## config.mk

```make
export PLATFORM = sky130hd
export DESIGN_NAME = decode_scoreboard
export DESIGN_NICKNAME = d
export VERILOG_FILES = /design/src/rtl/decode_scoreboard.sv
export SDC_FILE = /design/constraint.sdc
export NUM_CORES = 1
export LEC_CHECK = 0
export ABC_AREA = 0
export CAP_MARGIN = 0
export CORE_ASPECT_RATIO = 0.7
export CORE_MARGIN = 3
export CORE_UTILIZATION = 35
export CTS_CLUSTER_DIAMETER = 150
export DETAILED_ROUTE_END_ITERATION = 8
export SLEW_MARGIN = 5
export SYNTH_ARGS = -nofsm -noshare
export SYNTH_HDL_FRONTEND = slang
export SYNTH_SLANG_ARGS = --single-unit
export TNS_END_PERCENT = 1
```

## constraint.sdc

```tcl
create_clock -name sb_clk -period 4.5 [get_ports sb_clk]
set_clock_uncertainty 0.2 [all_clocks]
set_input_delay 0.675 -clock sb_clk [delete_from_list [all_inputs] [get_ports sb_clk]]
set_output_delay 0.675 -clock sb_clk [all_outputs]
set_load 0.005 [all_outputs]
```

## src/rtl/decode_scoreboard.sv

```systemverilog
// Issue gate between decode and execute: tracks in-flight register writers
// per destination and holds back instructions with RAW/WAW or budget hazards.
module decode_scoreboard #(
  parameter int AWIDTH       = 5,
  parameter int CWIDTH       = 2,
  parameter int MAX_INFLIGHT = 4,
  parameter int SWIDTH       = 16,
  localparam int NREG        = 1 << AWIDTH,
  localparam int IWIDTH      = $clog2(MAX_INFLIGHT + 1)
) (
  input  logic              sb_clk,
  input  logic              sb_rst,
  input  logic              sb_i_valid,
  input  logic              sb_i_ready,
  input  logic              sb_i_use_rs,
  input  logic              sb_i_use_rt,
  input  logic [AWIDTH-1:0] sb_i_addr_rs,
  input  logic [AWIDTH-1:0] sb_i_addr_rt,
  input  logic              sb_i_wr_en,
  input  logic [AWIDTH-1:0] sb_i_addr_wr,
  input  logic              sb_i_wb_en,
  input  logic [AWIDTH-1:0] sb_i_wb_addr,
  output logic              sb_o_issue,
  output logic              sb_o_stall,
  output logic [NREG-1:0]   sb_o_pending,
  output logic [IWIDTH-1:0] sb_o_inflight,
  output logic [SWIDTH-1:0] sb_o_stall_cnt,
  output logic              sb_o_err
);

  localparam logic [IWIDTH-1:0] MAX_IF = IWIDTH'(MAX_INFLIGHT);

  logic [CWIDTH-1:0] cnt_arr [NREG];
  logic [NREG-1:0]   pending_reg;
  logic [IWIDTH-1:0] inflight_reg;
  logic [SWIDTH-1:0] stall_cnt_reg;
  logic              err_reg;

  logic hz_rs, hz_rt, wr_eff, waw, full;
  logic issue, stall, inc_wr;
  logic wb_nz, wb_hit, wb_spurious;

  // Hazards look only at registered counts; a writeback in the same cycle
  // does not bypass, which keeps issue free of any path through retirement.
  always_comb begin
    hz_rs       = sb_i_use_rs & (sb_i_addr_rs != '0) & (cnt_arr[sb_i_addr_rs] != '0);
    hz_rt       = sb_i_use_rt & (sb_i_addr_rt != '0) & (cnt_arr[sb_i_addr_rt] != '0);
    wr_eff      = sb_i_wr_en & (sb_i_addr_wr != '0);
    waw         = wr_eff & (cnt_arr[sb_i_addr_wr] == '1);
    full        = wr_eff & (inflight_reg == MAX_IF);
    issue       = ~sb_rst & sb_i_valid & sb_i_ready & ~hz_rs & ~hz_rt & ~waw & ~full;
    stall       = ~sb_rst & sb_i_valid & ~issue;
    inc_wr      = issue & wr_eff;
    wb_nz       = sb_i_wb_en & (sb_i_wb_addr != '0);
    wb_hit      = wb_nz & (cnt_arr[sb_i_wb_addr] != '0);
    wb_spurious = wb_nz & (cnt_arr[sb_i_wb_addr] == '0);
  end

  // Register 0 never moves: inc_wr and wb_hit both exclude address 0.
  generate
    for (genvar gi = 0; gi < NREG; gi++) begin : g_reg
      logic [CWIDTH-1:0] cnt_reg;
      logic [CWIDTH-1:0] cnt_next;
      logic              up, dn;

      always_comb begin
        up = inc_wr & (sb_i_addr_wr == AWIDTH'(gi));
        dn = wb_hit & (sb_i_wb_addr == AWIDTH'(gi));
        cnt_next = cnt_reg;
        if (up && !dn)
          cnt_next = cnt_reg + 1'b1;
        else if (dn && !up)
          cnt_next = cnt_reg - 1'b1;
      end

      always_ff @(posedge sb_clk) begin
        if (sb_rst) begin
          cnt_reg         <= '0;
          pending_reg[gi] <= 1'b0;
        end else begin
          cnt_reg         <= cnt_next;
          pending_reg[gi] <= (cnt_next != '0);
        end
      end

      assign cnt_arr[gi] = cnt_reg;
    end
  endgenerate

  always_ff @(posedge sb_clk) begin
    if (sb_rst) begin
      inflight_reg  <= '0;
      stall_cnt_reg <= '0;
      err_reg       <= 1'b0;
    end else begin
      if (inc_wr && !wb_hit)
        inflight_reg <= inflight_reg + 1'b1;
      else if (wb_hit && !inc_wr)
        inflight_reg <= inflight_reg - 1'b1;
      if (stall && (stall_cnt_reg != '1))
        stall_cnt_reg <= stall_cnt_reg + 1'b1;
      if (wb_spurious)
        err_reg <= 1'b1;
    end
  end

  assign sb_o_issue     = issue;
  assign sb_o_stall     = stall;
  assign sb_o_pending   = pending_reg;
  assign sb_o_inflight  = inflight_reg;
  assign sb_o_stall_cnt = stall_cnt_reg;
  assign sb_o_err       = err_reg;

endmodule
```

* After elaboration in Yosys (flattened, before gate mapping) *
Index checks and enable logic that the tools add are counted.
W data, S select, Z words.

word-level totals
  register bits = 116
  bits of input ports = 28
  output and inout bits = 54
  word-level logic and storage cells = 549

cells by class
  add/subtract/negate cells = 67
  $lt $le $gt $ge = 4
  eq/ne operators = 65
  multiplexer cells = 78
  bitwise operators = 92
  reduce and logical (&&, ||, !) cells = 176

operators by type and width
  operator                 count
  $eq A5 B5 Y1 const B     32
  $mux W2                  72
  $and A1 B1 Y1            82
  $eq A5 B4 Y1 const B     16
  $reduce_bool A2 Y1       36
  $logic_and A1 B1 Y1      67
  $logic_not A1 Y1         66
  $add A2 B1 Y2 const B    32
  $sub A2 B1 Y2 const B    32
  $bmux W2 S5              4
  $eq A5 B3 Y1 const B     8
  $ge A6 B6 Y1 const B     4
  $not A5 Y6               4
  $eq A5 B2 Y1 const B     4
  $reduce_bool A5 Y1       4
  $add A16 B1 Y16 const B  1
  $ne A16 B16 Y1 const B   1
  $eq A5 B1 Y1 const B     2
  $logic_not A5 Y1         2
  $mux W3                  2
  $not A1 Y1               6
  $add A3 B1 Y3 const B    1
  $eq A3 B3 Y1 const B     1
  $sub A3 B1 Y3 const B    1
  other kinds (2)          2

* Depth between registers and ports, before layout *
  depth after elaboration = 18
  depth in mapped cells = 17
  mapped depth without buffers = 13

* Least setup slack after synthesis *
Ideal clock, no wire load.

  path type = in2reg
  from = input port sb_i_addr_rt[2]
  to = register inflight_reg[2], in the netlist sb_o_inflight[2]
  library setup time = 0.070 ns
  data arrival time = 3.861 ns
  required time = 4.230 ns
  slack = 0.369 ns
  stages on the path = 16
  buffers on the path = 4
  path through = buf_2 > buf_2 > a21oi_1 > mux4_2 > o2111ai_1 > nand2b_1 > buf_2 > buf_1 > or3_1 > nor3_1 > ha_1 > inv_1 > fa_1 > xor2_1 > or3_1 > a21oi_1

on the way
  longest elaborated chain between the ends = 14
  elaborated cells on any way between the ends = 18
  those cells by class = mux: 4; bitwise: 8; reduce/logical: 6

ends and longest elaborated chain
  what                                         RTL line  RTL
  from (decl)                                  18        input logic [AWIDTH-1:0] sb_i_addr_rt,
  $not A5 Y6 (implied by the code)             47        hz_rt = sb_i_use_rt & (sb_i_addr_rt != '0) & (cnt_arr[sb_i_addr_rt] != '0);
  $bmux W2 S5                                  47
  $mux W2 (implied by the code) (2 in series)  47
  $reduce_bool A2 Y1                           47
  $and A1 B1 Y1 *                              47
  $not A1 Y1 *                                 51        issue = ~sb_rst & sb_i_valid & sb_i_ready & ~hz_rs & ~hz_rt & ~waw & ~full;
  $and A1 B1 Y1 * (3 in series)                51
  $and A1 B1 Y1 *                              53        inc_wr = issue & wr_eff;
  $logic_not A1 Y1                             98        else if (wb_hit && !inc_wr)
  $logic_and A1 B1 Y1                          98
  $reduce_bool A2 Y1 (no line)                 --
  to (signal assigned)                         97        inflight_reg <= inflight_reg + 1'b1;
  to (signal assigned)                         99        inflight_reg <= inflight_reg - 1'b1;
  to (decl)                                    35        logic [IWIDTH-1:0] inflight_reg;

Every way passes the cells marked *; elsewhere a longest branch is shown, timed or not. The select of a mux whose other input is x is not followed.
A chain may end at the register's enable or synchronous reset.

* Worst setup path in the final report *
  from = input port sb_i_addr_rs[0]
  to = output port sb_o_stall

on the way
  longest elaborated chain between the ends = 13
  elaborated cells on any way between the ends = 15
  those cells by class = mux: 3; bitwise: 10; reduce/logical: 2

ends and longest elaborated chain
  what                                         RTL line  RTL
  from (decl)                                  17        input logic [AWIDTH-1:0] sb_i_addr_rs,
  $not A5 Y6 (implied by the code)             46        hz_rs = sb_i_use_rs & (sb_i_addr_rs != '0) & (cnt_arr[sb_i_addr_rs] != '0);
  $bmux W2 S5                                  46
  $mux W2 (implied by the code) (2 in series)  46
  $reduce_bool A2 Y1                           46
  $and A1 B1 Y1 *                              46
  $not A1 Y1 *                                 51
  $and A1 B1 Y1 * (4 in series)                51
  $not A1 Y1 *                                 52        stall = ~sb_rst & sb_i_valid & ~issue;
  $and A1 B1 Y1 *                              52
  to (decl)                                    24        output logic sb_o_stall,

Marked as above.

==> metrics <==
outcome finished, final reports clean; ys async rst share 0%; Rel. slew slack 20.9%; die area between 0.02 and 0.025 mm²; Synth top area share 31.2%; RSZ-0062 raised after global routing no; hold_buf cts 0; WL per Instance 20.4 µm; VDD IR-drop max 0.000211 V; Bufs on Longest Clock Path 2; sw frac about a quarter; CTS root buffer clkbuf_16; pwr/cell area ~280 mW/mm²; Critical path origin sb_i_addr_rs[0]; placer congestion estimate 0.998; R2R cell count 14; switching pwr 0.712 mW; final max-slew violation count 0; endpoint type of the worst setup path output port; Slowest-stage cell, CP clkdlybuf4s50_1; Reg power frac slightly below 40%; Seq cells post-synth between 100 and 150; P&R area growth vs syn 26.3%; num ports between 80 and 90; TritonCTS clock tree done; DIE HEIGHT roughly 130 µm; nets about 1,100; Endpoint, Worst Hold sb_o_stall_cnt[14]; number of fill cells in the layout between 1,500 and 2,000; Initial Util a little over a third; capture point of the worst reg-to-reg path sb_o_inflight[2]; Resized cells post-CTS 1; Setup CP Type primary input to output port; Combinational Power Share about an eighth; final setup violation count 0; initial antenna violation count 0; Ant. Diodes 0; Hold Crit Class register to register; Cells after Synth 930; total global routing overflow 0; FF/Latch Area around 0.0023 mm²; Worst EP required between 3000 and 4000 ps; Die W around 180 µm; Synth area leaders dfxtp_1 31%, nor2_1 5.7%, xnor2_1 4.2%; minimum clock period after layout between 4000 and 5000 ps; Max-cap violations 0; count leader, synth dfxtp_1; Ys Warns 0; DP Area slightly below 0.009 mm²; worst path cell trace clkdlybuf4s50_1 > buf_4 > mux4_2 > o22ai_1 > o31a_1 > nand2b_1 > buf_4 > o31ai_4 > inv_1 > clkdlybuf4s50_1; Post-DRT Antenna Nets 0; synthesized cell area 0.00744 mm²; core area between 0.02 and 0.025 mm²; drt initial violations 826; vias in the first global route between 6,000 and 7,000; clock power share between 40% and 50%; min-delay src sb_o_stall_cnt[14]; Yosys cell types between 70 and 80; # clock sinks approximately 120; Primary FF master, synth dfxtp_1; total negative setup slack 0 ps; I/O Buffers between 80 and 90; slowest stage delay, CP 550 ps; Final Hold Vio Count 0; Reg2Reg Launch Point g_reg[23].cnt_reg[0]; clk_lat worst skew 430 ps; total CTS buffers 17; multi-input logic area 0.00477 mm²; post-DP HPWL 20,000 µm; largest net degree at the start of global routing 59; cell row count 43; DR DRC count 0; static leakage 3.39 nW; first drt pass iteration count 6; Design Power around 2.7 mW; top post-synthesis cells by count 116 x dfxtp_1, 113 x nor2_1, 58 x nand2_1, 50 x a21oi_1, 50 x nand3_1; crit path DAT approximately 3500 ps; Detailed Route WL about 27,000 µm; post-CTS setup buffer count 0; crit start category primary input; worst hold stages 2; Yosys top cell by area dfxtp_1; CP Max Fanout 18; internal power 1.95 mW; Clk pin slew, worst setup/hold paths approximately 60 ps; global-route wire length before repair around 40,000 µm; Max H-tree Level 4; Avg Cell Area, Syn between 7 and 8 µm²; post-synthesis sequential area ratio around 31%; All-Layer GR Usage 22.9%; R2R setup slack around 600 ps; max reg flops 64; fmax 0.229 GHz; final design area excluding fillers around 0.0094 mm²; Post-Syn Nets around 960; ratio of cells with drive above 1 in the final layout between 10% and 20%; vias per cell 5.91; Slew @ Worst Pin 1190 ps; EDFF count, synth 0; via count around 7,700; Tcrit/Tclk final roughly 100%
==> cells by family (layout without fill, tap and decap cells) <==
logic type / count (synthesis) / after routing / share of synthesized area (%)
muxes: 16 / 16 / 4.19
and+or+nand+nor: 442 / 442 / 31.7
AOI/OAI and AO/OA: 222 / 222 / 21.5
DFF: 116 / 116 / 31.2
buffers and inverters: 85 / 190 / 4.91
xor gates and xnor gates: 46 / 46 / 5.79
adders and majority gates: 3 / 3 / 0.606
==> final cells by class <==
| cell class | count | area share [%] |
|---|---|---|
| Multi-Input combinational cell | 729 | 50.8 |
| Timing Repair Buffer | 140 | 14.3 |
| Inverter | 19 | 0.759 |
| Tap cell | 270 | 3.60 |
| Clock buffer | 21 | 4.90 |
| Clock inverter | 10 | 0.893 |
| Sequential cell | 116 | 24.7 |
==> critical path: cells and delay by family <==
kind,cells,cell delay (ps)
buf+inv,5,1700
mux,1,510
compound gates,3,460
simple gates,1,150
==> cells in the final DEF, fill, tap and decap left out, types with 6 or more instances in the layout <==
cell type and instances:
or2_2 8, or4_1 10, nand4_1 20, a21oi_1 50, nor2b_1 34, buf_4 53, a211oi_1 10, o2111ai_1 7
o21bai_1 6, o21a_1 6, clkdlybuf4s50_1 77, a221oi_1 21, nand4b_1 6, nand2b_1 13, dfxtp_1 116, o21ai_0 26
nor3b_1 7, clkbuf_16 17, nand2_1 58, xnor2_1 36, clkinv_2 6, xor2_1 8, buf_12 6, nand3_1 50
and3_1 36, inv_1 17, o311ai_1 9, nor2_1 112, o211ai_1 34, nor3_1 35, and2_1 14, mux4_2 12
==> metrics by stage <==
stage | setup WS (ps) | std cells | hold slack (ps) | utilization, %
2_1_floorplan | 369 | 930 | 263 | -
3_3_place_gp | 12.1 | 1274 | 283 | 43.4
3_5_place_dp | -14.4 | 1274 | 286 | 43.4
4_1_cts | 29.3 | 1305 | 295 | 46.1
5_1_grt | 7.74 | 1305 | 315 | 46.2
6_report | 131 | 1305 | 294 | 46.2
==> power by group through the flow <==
stage / Clock, mW / Combinational, mW / Sequential [mW]
CTS: 1.31 / 0.321 / 1.05
detailed placement: 0 / 0.319 / 1.07
global placement: 0 / 0.319 / 1.07
finish: 1.28 / 0.329 / 1.05
floorplan: 0 / 0.177 / 1.07
global route: 1.35 / 0.353 / 1.05
==> how the worst max path moves through the flow <==
| stage | end | slack (ps) | cells past startpoint |
|---|---|---|---|
| finish | sb_o_stall | 130 | 10 |
| CTS | sb_o_stall | 30 | 10 |
| floorplan | sb_o_inflight[2] | 370 | 16 |
| detailed placement | sb_o_stall | -10 | 10 |
| global placement | sb_o_inflight[2] | 10 | 15 |
| global route | sb_o_issue | 8 | 10 |
==> layer usage <==
metal,wire (µm),global-route usage [%]
met5,0,0
met4,396,6.04
met3,2580,7.18
met2,10600,30.6
met1,13100,35.0
Power figures use the tool's default switching activity.
